===== src/rtl/peak_pkg.sv =====
// Shared constants and types for the peak tracker.
// Holds the default widths, the state encoding and an index-width helper.
package peak_pkg;

  localparam int DATLEN_DEF = 12;
  localparam int NBINS_DEF  = 64;
  localparam int NCH_DEF    = 2;

  typedef enum logic {
    SYNC = 1'b0,
    RUN  = 1'b1
  } state_t;

  // Index width for n entries, never below one bit.
  function automatic int idx_w(input int n);
    return (n > 1) ? $clog2(n) : 1;
  endfunction

  localparam int BIN_W_DEF = idx_w(NBINS_DEF);
  localparam int CH_W_DEF  = idx_w(NCH_DEF);

endpackage


===== src/rtl/peak_cmp.sv =====
// Window test plus strict unsigned compare-and-update for one sample.
// Ports: bin/data in, cur_max/cur_pbin in, nxt_max/nxt_pbin out.
module peak_cmp
  import peak_pkg::*;
#(
  parameter int DATLEN = DATLEN_DEF,
  parameter int BW     = BIN_W_DEF,
  parameter int BIN_LO = 1,
  parameter int BIN_HI = 31
) (
  input  logic [BW-1:0]     bin,
  input  logic [DATLEN-1:0] data,
  input  logic [DATLEN-1:0] cur_max,
  input  logic [BW-1:0]     cur_pbin,
  output logic [DATLEN-1:0] nxt_max,
  output logic [BW-1:0]     nxt_pbin
);

  logic in_win;
  logic gt;

  // Signed int compare keeps a zero lower bound well defined.
  always_comb begin
    in_win   = (int'(bin) >= BIN_LO) && (int'(bin) <= BIN_HI);
    gt       = in_win && (data > cur_max);
    nxt_max  = gt ? data : cur_max;
    nxt_pbin = gt ? bin  : cur_pbin;
  end

endmodule


===== src/rtl/peak_track.sv =====
// Per-frame peak magnitude tracker over an FFT bin window, per channel.
// Ports: clk, reset_n, in_data/nd/sof/ovf in; out_max/bin/ch/ovf/valid, frame_err out.
module peak_track
  import peak_pkg::*;
#(
  parameter int DATLEN = DATLEN_DEF,
  parameter int NBINS  = NBINS_DEF,
  parameter int NCH    = NCH_DEF,
  parameter int BIN_LO = 1,
  parameter int BIN_HI = NBINS / 2 - 1,
  localparam int BW    = idx_w(NBINS),
  localparam int CW    = idx_w(NCH)
) (
  input  logic              clk,
  input  logic              reset_n,
  input  logic [DATLEN-1:0] in_data,
  input  logic              in_nd,
  input  logic              in_sof,
  input  logic              in_ovf,
  output logic [DATLEN-1:0] out_max,
  output logic [BW-1:0]     out_bin,
  output logic [CW-1:0]     out_ch,
  output logic              out_ovf,
  output logic              out_valid,
  output logic              frame_err
);

  state_t            state;
  logic [BW-1:0]     bin;
  logic [CW-1:0]     ch;
  logic [DATLEN-1:0] max_q;
  logic [BW-1:0]     pbin;
  logic              ovf;

  logic              accept;
  logic              abort;
  logic              first;
  logic              last;
  logic [BW-1:0]     eff_bin;
  logic [CW-1:0]     eff_ch;
  logic [CW-1:0]     inc_ch;
  logic [DATLEN-1:0] base_max;
  logic [BW-1:0]     base_pbin;
  logic              nxt_ovf;
  logic [DATLEN-1:0] nxt_max;
  logic [BW-1:0]     nxt_pbin;

  // A misplaced sof restarts the sample as bin 0 of channel 0.
  always_comb begin
    accept    = in_nd & ((state == RUN) | in_sof);
    abort     = (state == RUN) & in_nd & in_sof &
                ((bin != '0) | (ch != '0));
    eff_bin   = abort ? '0 : bin;
    eff_ch    = abort ? '0 : ch;
    first     = (eff_bin == '0);
    last      = (eff_bin == BW'(NBINS - 1));
    inc_ch    = (eff_ch == CW'(NCH - 1)) ? '0 : eff_ch + CW'(1);
    base_max  = first ? '0 : max_q;
    base_pbin = first ? BW'(BIN_LO) : pbin;
    nxt_ovf   = (first ? 1'b0 : ovf) | in_ovf;
  end

  peak_cmp #(
    .DATLEN(DATLEN),
    .BW    (BW),
    .BIN_LO(BIN_LO),
    .BIN_HI(BIN_HI)
  ) u_cmp (
    .bin     (eff_bin),
    .data    (in_data),
    .cur_max (base_max),
    .cur_pbin(base_pbin),
    .nxt_max (nxt_max),
    .nxt_pbin(nxt_pbin)
  );

  always_ff @(posedge clk or negedge reset_n) begin
    if (!reset_n) begin
      state     <= SYNC;
      bin       <= '0;
      ch        <= '0;
      max_q     <= '0;
      pbin      <= BW'(BIN_LO);
      ovf       <= 1'b0;
      out_max   <= '0;
      out_bin   <= '0;
      out_ch    <= '0;
      out_ovf   <= 1'b0;
      out_valid <= 1'b0;
      frame_err <= 1'b0;
    end else begin
      out_valid <= 1'b0;
      frame_err <= 1'b0;
      if (accept) begin
        state     <= RUN;
        max_q     <= nxt_max;
        pbin      <= nxt_pbin;
        ovf       <= nxt_ovf;
        frame_err <= abort;
        if (last) begin
          bin       <= '0;
          ch        <= inc_ch;
          out_max   <= nxt_max;
          out_bin   <= nxt_pbin;
          out_ch    <= eff_ch;
          out_ovf   <= nxt_ovf;
          out_valid <= 1'b1;
        end else begin
          bin <= eff_bin + BW'(1);
          ch  <= eff_ch;
        end
      end else if (state == RUN) begin
        ovf <= ovf | in_ovf;
      end
    end
  end

endmodule


===== config.mk =====
export PLATFORM = sky130hd
export DESIGN_NAME = peak_track
export DESIGN_NICKNAME = d
export VERILOG_FILES = /design/src/rtl/peak_pkg.sv /design/src/rtl/peak_cmp.sv /design/src/rtl/peak_track.sv
export SDC_FILE = /design/constraint.sdc
export NUM_CORES = 1
export LEC_CHECK = 0
export CAP_MARGIN = 40
export CORE_ASPECT_RATIO = 0.75
export CORE_UTILIZATION = 53
export DETAILED_ROUTE_END_ITERATION = 8
export GPL_TIMING_DRIVEN = 0
export PLACE_DENSITY = 0.79
export RECOVER_POWER = 100
export SLEW_MARGIN = 20
export SYNTH_ARGS = -nofsm -noshare
export SYNTH_HDL_FRONTEND = slang
export SYNTH_SLANG_ARGS = --single-unit

===== constraint.sdc =====
create_clock -name clk -period 3.45 [get_ports clk]
set_input_delay 1.035 -clock clk [delete_from_list [all_inputs] [get_ports clk]]
set_output_delay 1.035 -clock clk [all_outputs]
set_load 0.01 [all_outputs]

# == Yosys cells after proc, flatten, opt, wreduce, memory -nomap -nowiden ==
# Cells that the tools add are included.
# op_classes
reduce_logical,6
eq_ne,1
order_cmp,3
bitwise,8
mux,15
n_addsub,2
# op_table
cell,count
$mux 12,2
$mux 6,4
$gt 12x12->1,1
$mux 1,9
$add 6x1->6 const B,1
$eq 6x6->1 const B,1
$ge 6x1->1 const B,1
$le 6x5->1 const B,1
$logic_not 6->1,1
$reduce_bool 6->1,1
$and 1x1->1,4
$or 1x1->1,4
$logic_and 1x1->1,2
$reduce_and 2->1,1
$reduce_bool 2->1,1
$add 1x1->1 const B,1
# totals
output_inout_bits,22
register_bits,49
input_bits,17
elab_cells,47

# == Depth between registers and ports, before layout ==
# logic_depth
depth_word,9
mapped_depth,13
depth_no_buf,11

# == Cells and area by module ==
# From an unflattened synthesis, not the netlist that was laid out.
# unflattened
cells_unflattened,268
hier_area_um2,2778.9
# by_module_without_submodules
mod,n_inst,area_each_um2,seq_area_each_um2,cells_each
peak_track,1,2188.3,1227.4,205
peak_cmp,1,590.6,0.0,63

# == Least setup slack after synthesis ==
# No wires, ideal clock.
# synth_timing
kind,input port to flip-flop
start,in in_sof
end,reg max_q[10]
n_path_buf,2
slack_ns,-0.218
arrival_time_ns,3.546
t_required_ns,3.328
setup_ns,0.122
stages,13
cell_sequence,nand3_1 nand2_1 ha_1 o21ai_2 clkbuf_1 nand2_1 ha_1 a21oi_1 a311oi_1 a2111o_1 o2111a_2 buf_6 a32o_1
# synth_via
elab_chain_len,8
word_cells_on_any_way,13
classes_between,order compare: 3; mux: 3; bitwise: 4; reduce/logical: 3
# synth_lines
item,line_no,source
start: declaration,peak_track.sv:18,"input logic in_sof,"
$and 1x1->1 (2 in series),peak_track.sv:51,abort = (state == RUN) & in_nd & in_sof &
$mux 6,peak_track.sv:53,eff_bin = abort ? '0 : bin;
$logic_not 6->1,peak_track.sv:55,first = (eff_bin == '0);
$mux 12,peak_track.sv:58,base_max = first ? '0 : max_q;
$gt 12x12->1,peak_cmp.sv:25,gt = in_win && (data > cur_max);
$logic_and 1x1->1,peak_cmp.sv:25,
$mux 12,peak_cmp.sv:26,nxt_max = gt ? data : cur_max;
end signal: assignment,peak_track.sv:96,max_q <= nxt_max;
end: declaration,peak_track.sv:31,logic [DATLEN-1:0] max_q;
# Several ways; a longest one is shown, not always the timed one.
# A chain may end at the register's enable or synchronous reset.

# == Worst setup path after layout ==
# layout_timing
start,in in_sof
end,reg max_q[8]
# Same word-level chain as after synthesis.

==> impl_results.rst <==
.. list-table::
   :header-rows: 1

   * - Metric
     - Value
   * - DIE WIDTH
     - 79.1 um
   * - Instance count after placement with tap cells included
     - 328
   * - Count of nets after finishing
     - 317
   * - Worst slack after detailed placement
     - -0.861 ns
   * - Power per cell area
     - 539 nW/um^2
   * - Stage delay of the slowest cell on the critical path
     - 0.49 ns
   * - Register bit count reported by yosys
     - 49
   * - Per-cell routed wire length
     - 15.3 um
   * - Bufs on Longest Clock Path
     - 2
   * - Worst Hold Depth
     - 2
   * - Post-route total power
     - ~1600 uW
   * - Most instantiated flip-flop cell in the synthesis netlist
     - dfrtp_1
   * - Area delta synth->final
     - 25.3%
   * - Setup repair after global routing missed its margin
     - no
   * - Via count
     - 1896
   * - End of the worst register-to-register path
     - max_q[8]
   * - Post-CTS Hold Fix Bufs
     - 0
   * - Antenna cells
     - 0
   * - Post-synth top cells
     - nand2_1 (71), dfrtp_1 (48), a32o_1 (16)
   * - Levels on crit path
     - 14
   * - Detail Route Antenna Nets
     - 0
   * - Final TNS setup
     - 0 ns
   * - Worst-margin pin slew
     - 1.65 ns
   * - # DRC
     - 0
   * - DR vias/cell
     - 5.58
   * - Number of clock sinks seen by CTS
     - 49
   * - Placer's final routability congestion estimate
     - around 0.85
   * - Hold/Removal Path Class
     - reg2reg
   * - I/O Buffers
     - 38
   * - Minimum setup slack among reg-to-reg paths
     - 0.54 ns
   * - Post-synthesis area per instance
     - 10.1 um^2
   * - Router iterations before antenna repair
     - 4
   * - First-pass GRT wire length
     - 8750 um
   * - Synth async-reset ratio
     - 100%
   * - Final slew viol count
     - 32
   * - Library cells used by synthesis
     - 40
   * - R2R Path Start
     - state
   * - Data arrival time of the critical path
     - 3.50 ns
   * - Die Area
     - 4730 um^2
   * - Max-slew headroom
     - -10.2%
   * - Static Leak
     - approximately 0.0014 uW
   * - Number of cell instances on the worst register-to-register path
     - 13
   * - Vertical extent of the die
     - 59.8 um
   * - Final setup viols
     - 0
   * - Share of layout cells above drive strength 1
     - 10.2%
   * - Number of endpoints with negative hold slack in the final report
     - 0
   * - Final clock period utilization by the worst path
     - 96.3%
   * - Fill cell total of the finished layout
     - 341
   * - Maximum number of pins on one net before global-route repair
     - 32
   * - Number of levels the H-tree was split into
     - 2
   * - Number of flops mapped to enable cells by yosys
     - 0
   * - Via count of the first global-routing pass
     - 1740
   * - Upper clock frequency limit
     - roughly 300 MHz
   * - Worst Path Class, Setup
     - in2reg
   * - Area fraction of the dominant cell type after synthesis
     - about half
   * - Hold wc startpoint
     - out_max[9]
   * - Sequential share of the synthesized area
     - ~52%
   * - CTS tree
     - yes
   * - Cells taking the most area after synthesis
     - dfrtp_1 (51%), nand2_1 (11%), ha_1 (7.9%)
   * - Sum of routed wire length over all layers
     - 5210 um
   * - VDD IR-drop max
     - 0.000293 V
   * - Final setup slack of the worst path
     - 0.129 ns
   * - Worst min-delay path endpoint
     - out_max[9]
   * - Congestion Overflow GR
     - 0
   * - Final critical-path required period
     - 3.32 ns
   * - Worst-path fanout max
     - 10
   * - Net Count, Synth
     - 266
   * - Initial standard-cell utilization of the core
     - about 57%
   * - Post-Syn Instances
     - approximately 230
   * - Layout Skew
     - 0.00382 ns
   * - Number of top-level pins
     - 39
   * - Core ar.
     - around 4200 um^2
   * - Number of standard cells in the layout, taps in and fillers out
     - 340
   * - Buffer cell driving the clock tree root
     - clkbuf_8
   * - Worst path bufs/invs
     - 3
   * - Critical-path top delay cell
     - a2111o_1
   * - Outcome
     - complete, but fails checks
   * - Antenna violations before repair
     - 0
   * - CP Capture Type
     - flip-flop
   * - Dominant cell by count in the synthesized netlist
     - nand2_1
   * - Violated checks
     - max-capacitance violations, max-slew violations
   * - CTS buffer count
     - 5
   * - DP Wirelength
     - 3650 um
   * - Worst-path cell chain
     - clkbuf_2 -> nand3_4 -> nand2_1 -> ha_1 -> o21ai_4 -> clkbuf_8 -> nand2_1 -> ha_1 -> a21oi_1 -> o21ai_0 -> a2111o_1 -> o2111a_2 -> buf_6 -> a32o_1
   * - Max-capacitance violation count
     - 1
   * - Netlist area before placement
     - around 2400 um^2
   * - Largest area contributor in the netlist
     - dfrtp_1
   * - Kind of cell with the highest combined delay on the critical path
     - compound AO/OA/AOI/OAI gates
   * - Data required, critical path
     - approximately 3.6 ns
   * - Clk_lat worst skew
     - 0.29 ns
   * - Number of DRC violations after detailed-routing iteration 0
     - 89
   * - Clock slew seen by the registers of the worst setup and hold paths
     - 0.08 ns
   * - Row cnt
     - 20
   * - Kind of launch point of the worst setup path
     - input port
   * - Worst hold slack
     - 0.475 ns
   * - Number of warnings issued by yosys
     - 0
   * - Global Route Usage Sum
     - 24.8%
[flip-flops by register name, summed over array words and instances (netlist names), 6 cells and up]
signal,flops
pbin,6
bin,6
out_bin,6
max_q,12
out_max,12
[logic make-up after synthesis]
group	count (synthesis)	synth area share (%)
AND/OR/NAND/NOR	100	19.2
AO/OA/AOI/OAI	51	16.4
flip-flops	49	51.9
buffers and inverters	18	4.23
adder cells (fa/ha/maj)	15	7.94
XOR/XNOR	1	0.371
[layout make-up]
class	instances	area, um^2	share of cell area, %
Sequential cell	49	1230	41.5
Inverter	7	27.5	0.930
Buffer	11	83.8	2.83
Tap cell	55	68.8	2.32
Clock buffer	7	86.3	2.92
Multi-Input combinational cell	167	1070	36.1
Timing Repair Buffer	44	399	13.5
[worst register-to-register path: stages (launching register included)]
cell,delay [ns]
dfrtp_1,0.45
nand3_4,0.12
nand2_1,0.11
ha_1,0.23
o21ai_4,0.08
clkbuf_8,0.17
nand2_1,0.05
ha_1,0.29
a21oi_1,0.14
o21ai_0,0.10
a2111o_1,0.49
o2111a_2,0.19
buf_6,0.14
a32o_1,0.22
[where the power goes]
part / internal, uW / switching (uW)
Clock: 159 / 175
Combinational: 246 / 270
Sequential: 670 / 76.3
[metrics by stage]
step	area (um^2)	utilization [%]
CTS	3000	72.1
global route	2960	71.3
global placement	2840	68.3
finish	2960	71.3
floorplan	2390	-
detailed placement	2850	68.6
[routing by layer]
| layer | wire, um | GRT usage (%) |
|---|---|---|
| met2 | 2260 | 35.3 |
| met4 | 44 | 6.23 |
| met5 | 0 | 0 |
| met3 | 289 | 4.58 |
| met1 | 2620 | 38.8 |
[how the worst max path moves through the flow]
| stage | slack (ns) | from | endpoint |
|---|---|---|---|
| detailed placement | -0.86 | in_sof | max_q[8] |
| global route | 0.02 | in_sof | pbin[4] |
| global placement | -0.80 | in_sof | max_q[3] |
| CTS | 0.006 | in_sof | max_q[2] |
| finish | 0.13 | in_sof | max_q[8] |
| floorplan | 0.02 | in_sof | max_q[10] |
[cell usage in the layout (no fill, tap or decap), types with 2 or more instances in the layout]
cell type	Yosys	final
a32o_1	16	16
nand3_1	8	7
o21ai_0	6	9
clkbuf_2	0	3
o21ai_1	6	3
dlygate4sd3_1	0	22
o31ai_1	2	2
ha_1	15	15
nor2_1	2	2
clkbuf_1	2	7
a21oi_1	9	8
dfrtp_1	48	48
and3_1	3	3
buf_6	2	3
inv_1	6	6
nand4_1	4	4
clkdlybuf4s50_1	0	13
a311oi_1	2	2
and2_0	0	3
clkbuf_8	0	7
nand2_1	71	70
buf_4	3	4
buf_2	4	2
[what timing repair did]
item,4_1_cts,5_1_grt
setup buffers,4,0
resized for setup,8,4
setup endpoints to repair,19,18
cloned,1,0
pin swaps,2,1
(Power assumes the default switching activity.)
